===== src/rtl/msx_cart_bus_bridge.sv =====
// MSX cartridge slot front end: turns each slot read/write into a single VDP host-port transaction.
// Wait-state output (twait) is generated only when MSX_BRIDGE_TWAIT_EN is defined.
module msx_cart_bus_bridge #(
    parameter int SYNC_STAGES   = 2,
    parameter int STABLE_CYCLES = 2
) (
    input  logic       clk,
    input  logic       reset,
    input  logic       n_ce,
    input  logic       n_trd,
    input  logic       n_twr,
    input  logic [1:0] ta,
    input  logic [7:0] td_in,
    output logic [7:0] td_out,
    output logic       tdir,
    output logic       twait,
    output logic       req,
    input  logic       ack,
    output logic       wr,
    output logic [1:0] address,
    output logic [7:0] wdata,
    input  logic [7:0] rdata
);

    typedef enum logic [1:0] {
        ACC_NONE = 2'd0,
        ACC_RD   = 2'd1,
        ACC_WR   = 2'd2
    } acc_t;

    typedef enum logic [1:0] {
        ST_IDLE = 2'd0,
        ST_REQ  = 2'd1,
        ST_HOLD = 2'd2
    } state_t;

    localparam logic [2:0] STABLE_L = 3'(STABLE_CYCLES);
    localparam logic [2:0] SYNC_L   = 3'(SYNC_STAGES);

    logic [SYNC_STAGES-1:0] ce_sync_q, ce_sync_d;
    logic [SYNC_STAGES-1:0] rd_sync_q, rd_sync_d;
    logic [SYNC_STAGES-1:0] wrn_sync_q, wrn_sync_d;

    logic ce_s, rd_s, wr_n_s;
    acc_t acc_s;
    acc_t acc_prev_q, acc_prev_d;
    logic [2:0] cnt_q, cnt_d;
    logic [2:0] flush_q, flush_d;
    logic seen_idle_q, seen_idle_d;
    logic accept_s;

    state_t state_q, state_d;
    logic       req_q, req_d;
    logic       wr_q, wr_d;
    logic [1:0] address_q, address_d;
    logic [7:0] wdata_q, wdata_d;
    logic [7:0] td_out_q, td_out_d;
    logic       tdir_q, tdir_d;
    logic       released_q, released_d;
    acc_t       cur_type_s;
    logic       rel_now_s;

    // synchronizer shift inputs
    always_comb begin
        ce_sync_d  = {ce_sync_q[SYNC_STAGES-2:0], n_ce};
        rd_sync_d  = {rd_sync_q[SYNC_STAGES-2:0], n_trd};
        wrn_sync_d = {wrn_sync_q[SYNC_STAGES-2:0], n_twr};
    end

    assign ce_s   = ce_sync_q[SYNC_STAGES-1];
    assign rd_s   = rd_sync_q[SYNC_STAGES-1];
    assign wr_n_s = wrn_sync_q[SYNC_STAGES-1];

    // access decode; both strobes low is illegal and decodes as no access
    always_comb begin
        acc_s = ACC_NONE;
        if (!ce_s && !rd_s && wr_n_s) begin
            acc_s = ACC_RD;
        end else if (!ce_s && !wr_n_s && rd_s) begin
            acc_s = ACC_WR;
        end else begin
            acc_s = ACC_NONE;
        end
    end

    // stability filter and post-reset release tracking
    always_comb begin
        acc_prev_d  = acc_s;
        cnt_d       = cnt_q;
        flush_d     = flush_q;
        seen_idle_d = seen_idle_q;
        if (acc_s != acc_prev_q) begin
            cnt_d = 3'd0;
        end else if (cnt_q != STABLE_L) begin
            cnt_d = cnt_q + 3'd1;
        end else begin
            cnt_d = cnt_q;
        end
        // synchronizer outputs only reflect the pins once the reset ones have flushed out
        if (flush_q != SYNC_L) begin
            flush_d = flush_q + 3'd1;
        end else begin
            flush_d = flush_q;
        end
        if ((flush_q == SYNC_L) && (acc_s == ACC_NONE)) begin
            seen_idle_d = 1'b1;
        end else begin
            seen_idle_d = seen_idle_q;
        end
        accept_s = seen_idle_q && (acc_s != ACC_NONE) && (cnt_d == STABLE_L);
    end

    assign cur_type_s = wr_q ? ACC_WR : ACC_RD;
    assign rel_now_s  = released_q || (acc_s != cur_type_s);

    // transaction state machine, next state and registered outputs
    always_comb begin
        state_d    = state_q;
        req_d      = req_q;
        wr_d       = wr_q;
        address_d  = address_q;
        wdata_d    = wdata_q;
        td_out_d   = td_out_q;
        tdir_d     = tdir_q;
        released_d = released_q;
        case (state_q)
            ST_IDLE: begin
                tdir_d     = 1'b0;
                released_d = 1'b0;
                if (accept_s) begin
                    req_d     = 1'b1;
                    address_d = ta;
                    if (acc_s == ACC_WR) begin
                        wr_d    = 1'b1;
                        wdata_d = td_in;
                    end else begin
                        wr_d    = 1'b0;
                        wdata_d = wdata_q;
                    end
                    state_d = ST_REQ;
                end else begin
                    state_d = ST_IDLE;
                end
            end
            ST_REQ: begin
                if (ack) begin
                    req_d      = 1'b0;
                    released_d = 1'b0;
                    // a request is never withdrawn; a released access just drops its read data
                    if (rel_now_s) begin
                        tdir_d  = 1'b0;
                        state_d = ST_IDLE;
                    end else if (!wr_q) begin
                        td_out_d = rdata;
                        tdir_d   = 1'b1;
                        state_d  = ST_HOLD;
                    end else begin
                        tdir_d  = 1'b0;
                        state_d = ST_HOLD;
                    end
                end else begin
                    released_d = rel_now_s;
                    state_d    = ST_REQ;
                end
            end
            ST_HOLD: begin
                if (acc_s != cur_type_s) begin
                    tdir_d  = 1'b0;
                    state_d = ST_IDLE;
                end else begin
                    tdir_d  = !wr_q;
                    state_d = ST_HOLD;
                end
            end
            default: begin
                state_d = ST_IDLE;
                req_d   = 1'b0;
                tdir_d  = 1'b0;
            end
        endcase
    end

    // state and datapath registers
    always_ff @(posedge clk) begin
        if (reset) begin
            ce_sync_q   <= {SYNC_STAGES{1'b1}};
            rd_sync_q   <= {SYNC_STAGES{1'b1}};
            wrn_sync_q  <= {SYNC_STAGES{1'b1}};
            acc_prev_q  <= ACC_NONE;
            cnt_q       <= 3'd0;
            flush_q     <= 3'd0;
            seen_idle_q <= 1'b0;
            state_q     <= ST_IDLE;
            req_q       <= 1'b0;
            wr_q        <= 1'b0;
            address_q   <= 2'd0;
            wdata_q     <= 8'd0;
            td_out_q    <= 8'd0;
            tdir_q      <= 1'b0;
            released_q  <= 1'b0;
        end else begin
            ce_sync_q   <= ce_sync_d;
            rd_sync_q   <= rd_sync_d;
            wrn_sync_q  <= wrn_sync_d;
            acc_prev_q  <= acc_prev_d;
            cnt_q       <= cnt_d;
            flush_q     <= flush_d;
            seen_idle_q <= seen_idle_d;
            state_q     <= state_d;
            req_q       <= req_d;
            wr_q        <= wr_d;
            address_q   <= address_d;
            wdata_q     <= wdata_d;
            td_out_q    <= td_out_d;
            tdir_q      <= tdir_d;
            released_q  <= released_d;
        end
    end

`ifdef MSX_BRIDGE_TWAIT_EN
    logic twait_q, twait_d;

    // wait request rises with acceptance and falls on the edge after ack
    always_comb begin
        twait_d = twait_q;
        if ((state_q == ST_IDLE) && accept_s) begin
            twait_d = 1'b1;
        end else if ((state_q == ST_REQ) && ack) begin
            twait_d = 1'b0;
        end else begin
            twait_d = twait_q;
        end
    end

    // wait-state register
    always_ff @(posedge clk) begin
        if (reset) begin
            twait_q <= 1'b0;
        end else begin
            twait_q <= twait_d;
        end
    end

    assign twait = twait_q;
`else
    assign twait = 1'b0;
`endif

    assign req     = req_q;
    assign wr      = wr_q;
    assign address = address_q;
    assign wdata   = wdata_q;
    assign td_out  = td_out_q;
    assign tdir    = tdir_q;

endmodule


===== config.mk =====
export PLATFORM = sky130hd
export DESIGN_NAME = msx_cart_bus_bridge
export DESIGN_NICKNAME = d
export VERILOG_FILES = /design/src/rtl/msx_cart_bus_bridge.sv
export SDC_FILE = /design/constraint.sdc
export NUM_CORES = 1
export LEC_CHECK = 0
export ABC_CLOCK_PERIOD_IN_PS = 2300
export CAP_MARGIN = 20
export CORE_ASPECT_RATIO = 1.5
export CORE_MARGIN = 5
export CORE_UTILIZATION = 35
export DETAILED_ROUTE_END_ITERATION = 16
export PLACE_DENSITY = 0.69
export RECOVER_POWER = 50
export SLEW_MARGIN = 20
export SYNTH_ARGS = -nofsm -noshare
export SYNTH_HDL_FRONTEND = slang
export SYNTH_SLANG_ARGS = --single-unit

===== constraint.sdc =====
create_clock -name clk -period 2.3 [get_ports clk]
set_input_delay 0.345 -clock clk [delete_from_list [all_inputs] [get_ports clk]]
set_output_delay 0.345 -clock clk [all_outputs]
set_load 0.05 [all_outputs]

==> impl_metrics.yaml <==
routing:
  ant_nets: 0
  drt_iter0_drc: 16
  wl_um: 3320
  detail_route.vias_per_cell: 4.56
  drtPass1Iterations: 4
  drc: 0
  vias: 1345
  wl_per_cell_um: 11.2
logic_synthesis:
  yosysTopAreaCellShare: 0.454
  synth_cells: 182
  yosysSeqAreaShare: 0.454
  syn_nets: 215
  ys_warn_count: 0
  avgSynthCellArea_um2: 9.44
  synth.area.top_cells: "dfxtp_1, mux2i_1, ha_1"
  ys_ff_latch: 39
  syn-cell-area_um2: 1720
  synth_top_area_cell: "dfxtp_1"
  synth.distinct_cells: 38
layout:
  multi_input_area_um2: 861
  layout_commonest_cell: "dfxtp_1"
  layout-drive-gt1-share: 0.0786
  mostFrequentLayoutCells: "dfxtp_1, clkdlybuf4s50_1, nand2_1"
  fin_nets: 261
  register_area_um2: 782
  fin_cells: 295
  diodes: 0
  fillers: 487
  syn_to_final_growth_pct: 33.6
global_routing:
  met3_usage: 0.0339
  grt_start_max_net_pins: 27
  antenna_found_initial: 0
  grt_pass1_vias: 1260
  grt_overflow: 0
  gr-usage-met1: 0.120
  grt_usage: 0.110
  busiest_layer: "met2"
  use_met2: 0.195
  grt_pass1_wl_um: 5450
cts:
  cts_root_buffer: "clkbuf_8"
  cts_buffer_depth: 2
  cts_sinks: 39
  cts_tree: "done"
  cts_made_buffers: 5
  cts_hold_buf: 0
  clk_pin_slew_worst_paths_ps: 70
  clock_latency_ps: 290
  htree_levels: 2
timing:
  fmaxAchievable_mhz: 484
  slew_violations: 0
  tightest_slew_ps: 1050
  setup_tns_ps: 0
  fin_crit_ps: 2070
  slew_headroom: 0.299
  finalSetupViolCount: 0
  whs_ps: 411
  rsz0062_at_grt: "no"
  finClkSkew_ps: 3.43
  hold_violations: 0
  finalCritPeriodShare: 0.899
run:
  cap_violations: 0
run_status:
  status: "finished clean"
worst_setup_path:
  cp_max_fo: 8
  end_kind: "flip-flop"
  required_ps: 2440
  crit_arrival_ps: 2210
  start_kind: "flip-flop"
  path_class: "flip-flop to flip-flop"
pwr:
  powerDensity_nw_per_um2: 641
  p_total_mw: 1.47
  ir_drop_mv: 0.426
  power_leakage_nw: 0.949
placement:
  globalplace.congestion: 0.774
  place_inst: 287
  port-buffer-count: 44
  dp_hpwl_um: 2470
floorplanning:
  die_area_um2: 6440
  die_h_um: 95.8
  start_util: 0.357
  dieWidth_um: 67.2
  rows: 31
  core-area_um2: 4810
  ios: 46
worst_hold_path:
  min_path_type: "flip-flop to flip-flop"
[per-layer routing]
| layer | share of wire | vias up |
|---|---|---|
| met5 | 0 | - |
| met2 | 0.51 | 26 |
| li1 | - | 695 |
| met4 | 0.018 | 0 |
| met3 | 0.045 | 6 |
| met1 | 0.43 | 618 |
[power breakdown]
group	total, mW	switching (mW)	internal [mW]
Combinational	0.256	0.117	0.139
Sequential	0.768	0.0413	0.727
Clock	0.448	0.236	0.212
Total	1.47	0.395	1.08
[worst max-delay path, stage by stage (launching register included)]
cell and delay, ps:
dfxtp_1 340, nand2b_1 240, nor2_1 180, ha_1 260, nor3_1 280, nand3_2 320, mux2i_1 230, nor2_1 50
[flip-flops by register name, indices dropped and copies added, names as in the netlist]
name / flops
seen_idle_q: 1
td_out: 8
address: 2
released_q: 1
flush_q: 3
tdir: 1
req: 1
acc_prev_q: 2
rd_sync_q: 2
cnt_q: 3
wr: 1
ce_sync_q: 2
wrn_sync_q: 2
state_q: 2
wdata: 8
[worst paths after layout]
path | from | end | slack, ps | cells past startpoint
max | rd_sync_q[1] | td_out[2] | 230 | 7
min | ce_sync_q[0] | ce_sync_q[1] | 410 | 1
max reg2reg | rd_sync_q[1] | td_out[2] | 230 | 7
min reg2reg | ce_sync_q[0] | ce_sync_q[1] | 410 | 1
[area by class of cell]
cell class	instances	share of cell area
Inverter	7	0.0114
Multi-Input combinational cell	128	0.375
Clock buffer	6	0.0316
Tap cell	66	0.0360
Sequential cell	39	0.341
Timing Repair Buffer	47	0.200
Clock inverter	2	0.00545
[per-stage QoR]
| step | utilization | area (um2) | worst slack, ps |
|---|---|---|---|
| floorplan | - | 1720 | 348 |
| global placement | 0.462 | 2220 | 285 |
| detailed placement | 0.462 | 2220 | 204 |
| CTS | 0.479 | 2310 | 170 |
| global route | 0.477 | 2300 | 22.7 |
| finish | 0.477 | 2300 | 232 |
[cell usage after synthesis]
library cell  instances
and2_1                1
conb_1                1
or2_2                 6
and2b_1               2
mux2i_1              20
nand2_1              22
a22oi_1               1
o21ai_0               1
nor4_1                1
xnor2_1               4
a41oi_1               1
nor2b_1               6
o21bai_1              1
buf_6                 1
or3_1                 1
o21a_1                1
nand2b_1              5
clkbuf_1              5
inv_1                 7
clkbuf_2              1
a2111oi_2             1
o2bb2ai_1             1
nor2_1               20
xor2_1                1
a22o_1                1
a21oi_1               3
nand3_2               1
dfxtp_1              39
nor3b_1               3
nand2b_4              1
o22ai_1               1
ha_1                  9
nand3_1               1
a211oi_1              2
buf_4                 1
a211o_1               1
nor3_1                7
and4b_1               1
[logic make-up after synthesis]
family	count (synthesis)	share of synthesized area
AO/OA/AOI/OAI	15	0.0663
other	1	0.00218
multiplexers	20	0.117
XOR/XNOR	5	0.0255
buffers and inverters	15	0.0401
flip-flops	39	0.454
adder cells (fa/ha/maj)	9	0.0656
AND/OR/NAND/NOR	78	0.229
[timing repair]
item                                    4_1_cts  5_1_grt
endpoints found under the hold margin         0        0
endpoints found under the setup margin        0        7
resized for setup                             0        1
buffers inserted                              0        0
No activity file was read; power rests on OpenSTA's default activity.
